**src/rtl/mux_bus_arbiter.sv**
```systemverilog
// Round-robin arbiter for the 4:1 operand mux: one-hot grant, 2-bit select and
// a per-tenure hold limit of MAX_HOLD cycles. All outputs are registered.
module mux_bus_arbiter #(
  parameter int MAX_HOLD = 4,
  parameter int CNT_W    = $clog2(MAX_HOLD + 1)
) (
  input  logic       clk,
  input  logic       rst,
  input  logic [3:0] req,
  output logic [3:0] gnt,
  output logic [1:0] sel,
  output logic       bus_valid
);

  typedef enum logic {IDLE, BUSY} state_t;

  state_t             state_reg, state_next;
  logic [3:0]         gnt_reg, gnt_next;
  logic [1:0]         sel_reg, sel_next;
  logic               valid_reg, valid_next;
  logic [CNT_W-1:0]   hold_cnt_reg, hold_cnt_next;
  logic [1:0]         ptr_reg, ptr_next;

  logic [3:0]         rot_req;
  logic               found;
  logic [1:0]         win;

  // rot_req[i] is the request at search position i, i.e. requester ptr+i (mod 4)
  genvar gi;
  generate
    for (gi = 0; gi < 4; gi++) begin : g_rot
      assign rot_req[gi] = req[ptr_reg + 2'(gi)];
    end
  endgenerate

  always_comb begin
    found = 1'b0;
    win   = ptr_reg;
    for (int i = 3; i >= 0; i--) begin
      if (rot_req[i]) begin
        found = 1'b1;
        win   = ptr_reg + 2'(i);
      end
    end
  end

  // When the owner releases, ptr already equals owner+1, so the owner itself is
  // the last candidate: it is re-granted only if nobody else is asking.
  always_comb begin
    state_next    = state_reg;
    gnt_next      = gnt_reg;
    sel_next      = sel_reg;
    valid_next    = valid_reg;
    hold_cnt_next = hold_cnt_reg;
    ptr_next      = ptr_reg;
    case (state_reg)
      IDLE: begin
        if (found) begin
          state_next    = BUSY;
          gnt_next      = 4'b0001 << win;
          sel_next      = win;
          valid_next    = 1'b1;
          hold_cnt_next = CNT_W'(1);
          ptr_next      = win + 2'd1;
        end
      end
      BUSY: begin
        if (req[sel_reg] && (hold_cnt_reg < CNT_W'(MAX_HOLD))) begin
          hold_cnt_next = hold_cnt_reg + CNT_W'(1);
        end else if (found) begin
          gnt_next      = 4'b0001 << win;
          sel_next      = win;
          valid_next    = 1'b1;
          hold_cnt_next = CNT_W'(1);
          ptr_next      = win + 2'd1;
        end else begin
          state_next    = IDLE;
          gnt_next      = 4'b0000;
          valid_next    = 1'b0;
          hold_cnt_next = '0;
        end
      end
      default: begin
        state_next    = IDLE;
        gnt_next      = 4'b0000;
        valid_next    = 1'b0;
        hold_cnt_next = '0;
      end
    endcase
  end

  always_ff @(posedge clk) begin
    if (rst) begin
      state_reg    <= IDLE;
      gnt_reg      <= 4'b0000;
      sel_reg      <= 2'b00;
      valid_reg    <= 1'b0;
      hold_cnt_reg <= '0;
      ptr_reg      <= 2'b00;
    end else begin
      state_reg    <= state_next;
      gnt_reg      <= gnt_next;
      sel_reg      <= sel_next;
      valid_reg    <= valid_next;
      hold_cnt_reg <= hold_cnt_next;
      ptr_reg      <= ptr_next;
    end
  end

  assign gnt       = gnt_reg;
  assign sel       = sel_reg;
  assign bus_valid = valid_reg;

endmodule

```
**config.mk**
```make
export PLATFORM = sky130hd
export DESIGN_NAME = mux_bus_arbiter
export DESIGN_NICKNAME = d
export VERILOG_FILES = /design/src/rtl/mux_bus_arbiter.sv
export SDC_FILE = /design/constraint.sdc
export NUM_CORES = 1
export LEC_CHECK = 0
export BUFFER_PORTS_ARGS = -buffer_cell sky130_fd_sc_hd__buf_2
export CAP_MARGIN = 20
export CORE_UTILIZATION = 50
export CTS_BUF_LIST = sky130_fd_sc_hd__clkbuf_4
export CTS_CLUSTER_DIAMETER = 120
export DETAILED_ROUTE_END_ITERATION = 10
export PLACE_DENSITY = 0.73
export SETUP_SLACK_MARGIN = 0.2
export SYNTH_ARGS = -nofsm -noshare
export SYNTH_HDL_FRONTEND = slang
export SYNTH_SLANG_ARGS = --single-unit
export TNS_END_PERCENT = 30
```
**constraint.sdc**
```tcl
create_clock -name clk -period 1.8 [get_ports clk]
set_clock_uncertainty 0.05 [all_clocks]
set_input_delay 0.27 -clock clk [delete_from_list [all_inputs] [get_ports clk]]
set_output_delay 0.27 -clock clk [all_outputs]
set_load 0.02 [all_outputs]
```
Word-level counts from Yosys, hierarchy flattened

Index checks and enable logic that the tools add are counted.

Flip-flop bits (word level): 13
Latch bits: 0
Memory bits (writable): 0
Bits in read-only memories: 0
Input port bits: 6
Output and inout bits: 7
Logic and storage cells: 61
Memories: 0

$add $sub $neg: 5
$mul: 0
Divide/modulo/power cells: 0
$lt $le $gt $ge: 6
Equality and inequality tests: 2
Shifts and indexed selects: 1
Muxes and demuxes: 38
Bitwise gates (word level): 1
Reduce and logical (&&, ||, !) cells: 2

Operators by type and width:

| cell                  | count |
|---|---|
| $mux W2               | 8 |
| $lt A2 B3 Y1 const B  | 5 |
| $mux W1               | 14 |
| $mux W4               | 3 |
| $bmux W1 S2           | 5 |
| $pmux W2 S2           | 2 |
| $pmux W4 S2           | 1 |
| $mux W3               | 2 |
| $pmux W3 S2           | 1 |
| $add A2 B1 Y2 const B | 2 |
| $add A2 B2 Y2 const B | 2 |
| $ne A2 B2 Y1 const B  | 2 |
| $pmux W1 S2           | 2 |
| $shl A1 B2 Y4 const A | 1 |
| $add A3 B1 Y3 const B | 1 |
| $lt A3 B3 Y1 const B  | 1 |
| $reduce_and A2 Y1     | 1 |
| $logic_and A1 B1 Y1   | 1 |
| $not A1 Y1            | 1 |

Longest topological paths before layout

Gate-level depths: netlist of run 1.

Depth after elaboration: 11
Gate-level depth with buffers: 7
Mapped depth without buffers: 7

Worst setup path after synthesis of run 1

Ideal clock, no wire load.

Path kind: register to register
Start point: register ptr_reg[1]
End point: register gnt_reg[2] (netlist: gnt[2])
Setup time: 0.128 ns
Data arrival time: 1.442 ns
Required time: 1.622 ns
Setup slack: 0.180 ns
Stages on the path, launching flop included: 8
Buffers on the path: 0
Period minus slack after synthesis: 1.620 ns
Cell sequence: dfxtp_1 > nor2_1 > a221o_1 > o22ai_4 > inv_1 > ha_1 > a22oi_1 > nor2_1

Longest elaborated chain between the ends: 11
Elaborated cells between the ends (all ways): 26
Those cells by class: add/sub: 3; eq/ne: 1; shift: 1; mux: 20; reduce/logical: 1

Ends and longest elaborated chain:

| what                          | RTL line | text |
|---|---|---|
| start: declaration            | 22       | `logic [1:0] ptr_reg, ptr_next;` |
| start signal: assignment      | 106      | `ptr_reg <= ptr_next;` |
| $add A2 B2 Y2                 | 32, 42   |  |
| $bmux W1 S2                   | 32       | `assign rot_req[gi] = req[ptr_reg + 2'(gi)];` |
| $mux W1 (not written as such) | 32       |  |
| $mux W2 (3 in a row)          | 40       | `if (rot_req[i]) begin` |
| $mux W2 *                     | 40       |  |
| via win[1]                    | 26       | `logic [1:0] win;` |
| $shl A1 B2 Y4 *               | 60, 71   |  |
| $mux W4                       | 70       | `end else if (found) begin` |
| $mux W4                       | 68       | `if (req[sel_reg] && (hold_cnt_reg < CNT_W'(MAX_HOLD))) begin` |
| $pmux W4 S2 *                 | 56       | `case (state_reg)` |
| end signal: assignment        | 102      | `gnt_reg <= gnt_next;` |
| end: declaration              | 18       | `logic [3:0] gnt_reg, gnt_next;` |

The timed path passes the listed nets; every way through them passes the cells marked *. The select of a mux whose other input is x is not followed.
A chain may end at the register's enable or synchronous reset.

Final worst setup path of run 1

Ends and elaborated chain as after synthesis.

==> results of run 1 <==
==> critical path, delay by kind of cell (launching register included) <==
family	cells	cell delay, ns
AO/OA/AOI/OAI	3	0.70
buffers and inverters	1	0.06
flip-flops	1	0.36
AND/OR/NAND/NOR	2	0.09
adder cells (fa/ha/maj)	1	0.17
==> cells in the final DEF (no fill, tap or decap), types with 2 or more instances in the layout <==
| cell | instances |
|---|---|
| buf_6 | 2 |
| buf_2 | 12 |
| mux2i_2 | 2 |
| nand3b_1 | 2 |
| inv_1 | 3 |
| a211oi_2 | 2 |
| nor2b_1 | 3 |
| dfxtp_4 | 2 |
| dfxtp_2 | 4 |
| nor2_1 | 12 |
| o22ai_4 | 2 |
| o21ai_0 | 2 |
| a21oi_1 | 4 |
| dfxtp_1 | 7 |
| ha_1 | 2 |
| a21oi_2 | 2 |
| clkbuf_4 | 4 |
| buf_4 | 9 |
| a22oi_1 | 2 |
| nand2_1 | 2 |
| a22oi_2 | 2 |
==> synthesized netlist by cell type, types with 2 or more instances <==
cell	n	area share
dfxtp_1	13	0.38
nor2_1	12	0.066
a21oi_1	6	0.044
a22oi_1	4	0.044
inv_1	4	0.022
ha_1	3	0.055
nor2b_1	3	0.027
a211oi_1	2	0.022
nand2_1	2	0.011
nand3b_1	2	0.022
o21ai_0	2	0.015
o22ai_4	2	0.058
==> worst paths after layout <==
kind | from | end | depth (start not counted)
worst max-delay path | ptr_reg[1]$_SDFFE_PP0P_ | gnt[2]$_SDFFE_PP0P_ | 7
worst min-delay path | rst | ptr_reg[1]$_SDFFE_PP0P_ | 2
worst max register to register | ptr_reg[1]$_SDFFE_PP0P_ | gnt[2]$_SDFFE_PP0P_ | 7
worst min register to register | bus_valid$_SDFFE_PP0P_ | bus_valid$_SDFFE_PP0P_ | 2
==> what timing repair did <==
action | CTS | global route
buffers inserted | 2 | 7
resized for setup | 2 | 20
hold endpoints to repair | 0 | 0
pin swaps | 1 | 9
setup endpoints to repair | 3 | 9
==> kinds of logic after synthesis <==
group           synth area share
simple gates              0.2464
compound gates            0.2573
flops                     0.3796
buf+inv                  0.02736
fa+ha+maj                0.05475
mux                      0.03467
==> metal layers <==
layer,up-vias,wire (um),track usage
li1,312,-,-
met1,287,721,0.2606
met2,14,682,0.3792
met3,4,38,0.01734
met4,0,38,0.1293
met5,-,0,0
==> metrics by stage <==
step | setup WS [ns] | instance area, sq um
4_1_cts | 0.1877 | 824.5
3_5_place_dp | 0.05646 | 775.7
3_3_place_gp | 0.1003 | 775.7
5_1_grt | 0.1884 | 935.9
6_report | 0.2589 | 935.9
2_1_floorplan | 0.2190 | 686.9
==> report_power, final <==
group          internal [W]  total, W  switching, W  leakage (nW)
clock              0.000101  0.000195     0.0000941        0.0184
combinational      0.000187  0.000386      0.000198         0.269
sequential         0.000334  0.000365     0.0000314         0.110
total              0.000622  0.000946      0.000324         0.397
==> cell type report <==
class,count,area share
inverter,4,0.01604
multi-input combinational,53,0.4813
clock buffer,4,0.03209
sequential,13,0.2914
timing repair buffer,23,0.1604
tap,14,0.01872
==> metrics.md, run 1 <==
| Metric | Value |
|---|---|
| Status | `finished clean` |
| Pwr Density | `roughly 1000 nW/um^2` |
| Drt pass-1 iters | `3` |
| DRC errors left | `0` |
| Fin cells | `111` |
| Final Critical Period | `roughly 1.5 ns` |
| Synth cell types | `28` |
| Crit-path slowest cell | `dfxtp_4` |
| I/O pins | `13` |
| Final Util | `0.7890` |
| Register area share after synthesis | `0.3796` |
| Post-synth EDFFs | `0` |
| First-pass GRT wire length | `2249 um` |
| CTS Buffer Depth | `2` |
| Slew HR | `0.8259` |
| Max stage delay on crit path | `0.36 ns` |
| Max-slew violation count | `0` |
| CTS Hold Buffers Added | `0` |
| Crit share post-route | `0.8562` |
| Max FFs per register | `4` |
| Largest net degree at the start of global routing | `15` |
| Num CTS Buffers | `3` |
| RSZ-0062 raised after global routing | `yes` |
| Total Power | `roughly 0.00095 W` |
| Ant diodes | `0` |
| Die Span Y | `between 30 and 40 um` |
| FP Rows | `12` |
| Sequential cell area | `around 270 sq um` |
| Area Overhead vs Synth | `36.50%` |
| Post-DR wirelength/cell | `approximately 13 um` |
| Footprint of the multi-input gates | `around 450 sq um` |
| Worst hold path type | `in -> reg` |
| Hold_ws | `0.2796 ns` |
| Final GP Congestion | `0.7442` |
| Clock Latency Late Sink | `0.27 ns` |
| Syn Std Cell Area | `~690 sq um` |
| Antenna Nets Post-Route | `0` |
| Initial antenna violation count | `0` |
| Clock sink total | `13` |
| Crit path DAT | `around 1.7 ns` |
| Most used cell, CP | `nor2_1` |
| Die ar. | `between 1500 and 2000 sq um` |
| Seq cells post-synth | `13` |
| Clk root buf | `clkbuf_4` |
| Share of layout cells above drive strength 1 | `0.5567` |
| Tot GR Track Use | `0.2197` |
| Via Count | `between 600 and 700` |
| Fin. Hold Viols | `0` |
| Async SR Flop Fraction | `0` |
| Nets | `107` |
| Overflow after GRT | `0` |
| Worst vdd ir | `roughly 900 uV` |
| Number of max-cap violations | `0` |
| Setup crit end kind | `flip-flop` |
| Vias per inst | `about 5.6` |
| Fill cells | `81` |
| Syn_area_per_cell | `just under 10 sq um` |
| Ys flop type | `dfxtp_1` |
| TritonCTS clock tree | `built` |
| Die X | `approximately 40 um` |
| TNS Setup | `0 ns` |
| Syn_nets | `80` |
| Initial Utilization | `0.5781` |
| Mapped Cells | `71` |
| Vias in the first global route | `approximately 570` |
| Critical path type | `reg -> reg` |
| Critical Path Source Type | `flip-flop` |
| P_leak | `around 0.40 nW` |
| Core Region | `~1200 sq um` |
| Post-Place Cells | `98` |
| WL final | `about 1500 um` |
| Violation count after the first detailed-route iteration | `8` |
| Critical Path RT | `about 1.9 ns` |
| Measured slew at the worst slew-check pin | `approximately 0.26 ns` |
| CP Cell Sequence | `nor2_1, a221o_1, o22ai_4, inv_2, ha_2, a22oi_2, nor2_1` |
| Final HPWL DP | `slightly above 900 um` |
| Clock-pin slew on the worst setup and hold paths | `0.08 ns` |
| Final setup vio count | `0` |
| Fmax | `0.6489 GHz` |
| Reg-to-reg setup timing slack | `approximately 0.26 ns` |
| Crit path max fanout | `3` |
| Port Buffer Count | `12` |
| H-Tree Depth | `1` |
| YS warnings | `0` |
(Power assumes the default switching activity.)
==> inputs of run 2 (changes only) <==
- CORE_UTILIZATION: 50 -> 45
- PLACE_DENSITY: 0.73 -> 0.67
==> run 2 against run 1 <==
Against the previous run:
- critical path depth fell by 2
- highest routed layer unchanged
- die area increased by 11%
- count of clock-buffer cells in the layout did not move
- worst setup slack worse by 0.010 ns
- hold slack gained 0.0088 ns
- largest power group is now registers
- largest cell class unchanged
- clock power is 3% lower
- critical endpoint is now gnt[0]$_SDFFE_PP0P_
==> metrics.md, run 2 (synthesis gave the netlist of run 1 again) <==
| Metric | Value |
|---|---|
| Status | `finished clean` |
| Reg-to-reg setup timing slack | `0.25 ns (about the same)` |
| TritonCTS clock tree | `built` |
| Fin. Hold Viols | `0 (unchanged)` |
| Measured slew at the worst slew-check pin | `0.4485 ns (+0.1893 ns)` |
| Die ar. | `1684 sq um (+11%)` |
| Vias in the first global route | `449 (-21%)` |
| Setup crit end kind | `flip-flop` |
| Slew HR | `0.6987 (-0.1271)` |
| Clock sink total | `13 (unchanged)` |
| Initial Utilization | `0.5018 (-0.07623)` |
| Num CTS Buffers | `3 (unchanged)` |
| Clk root buf | `clkbuf_4` |
| Worst hold path stage count | `2 (unchanged)` |
| Worst hold path type | `in -> reg` |
| CTS Hold Buffers Added | `0 (unchanged)` |
| Ant diodes | `0 (unchanged)` |
| CTS Buffer Depth | `2 (unchanged)` |
| Worst vdd ir | `721.5 uV (-17%)` |
| Cell family with most CP delay | `simple AND/OR/NAND/NOR gates` |
| Die X | `41.04 um (+5.1%)` |
| Max stage delay on crit path | `0.40 ns (+0.04 ns)` |
| Nets | `104 (-2.8%)` |
| Fill cells | `117 (+44%)` |
| TNS Setup | `0 ns (unchanged)` |
| Share of layout cells above drive strength 1 | `0.4787 (-0.07798)` |
| Clock Latency Late Sink | `0.26 ns (about the same)` |
| Critical Path RT | `1.90 ns (about the same)` |
| Final Critical Period | `1.552 ns (+0.01048 ns)` |
| Violation count after the first detailed-route iteration | `1 (-7)` |
| Fmax | `0.6445 GHz (-0.68%)` |
| First-pass GRT wire length | `1821 um (-19%)` |
| Crit-path slowest cell | `or3b_4` |
| Crit path max fanout | `8 (+5)` |
| Vias per inst | `5.330 (-4.1%)` |
| Pwr Density | `1010 nW/um^2 (about the same)` |
| Initial antenna violation count | `0 (unchanged)` |
| WL final | `1319 um (-11%)` |
| Number of max-cap violations | `0 (unchanged)` |
| Most frequent cells in the layout | `nor2_1 (12), buf_2 (12), dfxtp_1 (9), buf_4 (7), a21oi_1 (6)` |
| H-Tree Depth | `1 (unchanged)` |
| Final HPWL DP | `894.1 um (-2.8%)` |
| Crit path DAT | `1.65 ns (about the same)` |
| Worst reg2reg path depth | `5 (-2)` |
| Hold_ws | `0.2884 ns (+0.008793 ns)` |
| Post-DR wirelength/cell | `12.10 um (-9.3%)` |
| Critical path type | `reg -> reg` |
| RSZ-0062 raised after global routing | `yes` |
| Overflow after GRT | `0 (unchanged)` |
| P_leak | `0.3773 nW (-5.1%)` |
| Levels on crit path | `5 (-2)` |
| Crit share post-route | `0.8620 (+0.005820)` |
| Area Overhead vs Synth | `29.56%` |
| Tot GR Track Use | `0.1637 (-0.05603)` |
| Die Span Y | `41.04 um (+5.1%)` |
| Core Region | `1366 sq um (+15%)` |
| Drt pass-1 iters | `2 (-1)` |
| DRC errors left | `0 (unchanged)` |
| Port Buffer Count | `12 (unchanged)` |
| Buf/Inv on CP | `0 (-1)` |
| Largest net degree at the start of global routing | `15 (unchanged)` |
| Clock-pin slew on the worst setup and hold paths | `0.08 ns (about the same)` |
| Antenna Nets Post-Route | `0 (unchanged)` |
| Via Count | `581 (-5.8%)` |
| Max-slew violation count | `0 (unchanged)` |
| Critical Path Source Type | `flip-flop` |
| Final GP Congestion | `0.7289 (-2.1%)` |
| FP Rows | `13 (+1)` |
| Final setup vio count | `0 (unchanged)` |
| CP Cell Sequence | `or3b_4, o22ai_4, nor2_4, a32oi_1, nor2_1` |
| I/O pins | `13 (unchanged)` |
| Max FFs per register | `4 (unchanged)` |
[run 2: power by group]
group / switching, W / internal, W
Combinational: 0.000181 / 0.000162
Clock: 0.0000885 / 0.000101
Sequential: 0.0000324 / 0.000333
Total: 0.000302 / 0.000595
[run 2: worst reg2reg max path, stage by stage, from the launching register on]
cell	delay (ns)
dfxtp_2	0.33
or3b_4	0.40
o22ai_4	0.28
nor2_4	0.10
a32oi_1	0.21
nor2_1	0.06
[run 2: final timing paths]
kind	start	end
worst max-delay path	sel[1]$_SDFFE_PP0P_	gnt[0]$_SDFFE_PP0P_
worst min-delay path	rst	ptr_reg[1]$_SDFFE_PP0P_
worst max register to register	sel[1]$_SDFFE_PP0P_	gnt[0]$_SDFFE_PP0P_
worst min register to register	sel[1]$_SDFFE_PP0P_	sel[1]$_SDFFE_PP0P_
[run 2: metrics by stage]
step | area, sq um | util | std cells | worst slack (ns) | total power (W)
after floorplan | 686.9 | - | 71 | 0.2190 | 0.0005626
after global placement | 777.0 | 0.5687 | 99 | 0.09287 | 0.0006322
after detailed placement | 777.0 | 0.5687 | 99 | 0.04341 | 0.0006365
after CTS | 837.1 | 0.6126 | 106 | 0.1921 | 0.0008551
after global routing | 888.4 | 0.6502 | 109 | 0.1755 | 0.0009566
final | 888.4 | 0.6502 | 109 | 0.2484 | 0.0008970
[run 2: repair_timing]
| action | CTS | global route |
|---|---|---|
| resized for setup | 3 | 9 |
| setup endpoints to repair | 4 | 9 |
| gates cloned | 0 | 1 |
| pin swaps | 1 | 7 |
| buffers inserted | 3 | 2 |
[run 2: area by class of cell]
type	count	area (sq um)	area share
clock buffer	4	30.03	0.03380
inverter	4	15.01	0.01690
multi-input combinational	54	444.2	0.5000
timing repair buffer	19	112.6	0.1268
sequential	13	267.8	0.3014
tap	15	18.77	0.02113
[run 2: routing by layer]
| layer | vias up | share of wire | track usage | wire (um) |
|---|---|---|---|---|
| li1 | 306 | - | - | - |
| met1 | 264 | 0.53 | 0.2318 | 698 |
| met2 | 9 | 0.44 | 0.2344 | 576 |
| met3 | 2 | 0.024 | 0.01630 | 31 |
| met4 | 0 | 0.0091 | 0.1000 | 12 |
| met5 | - | 0 | 0 | 0 |
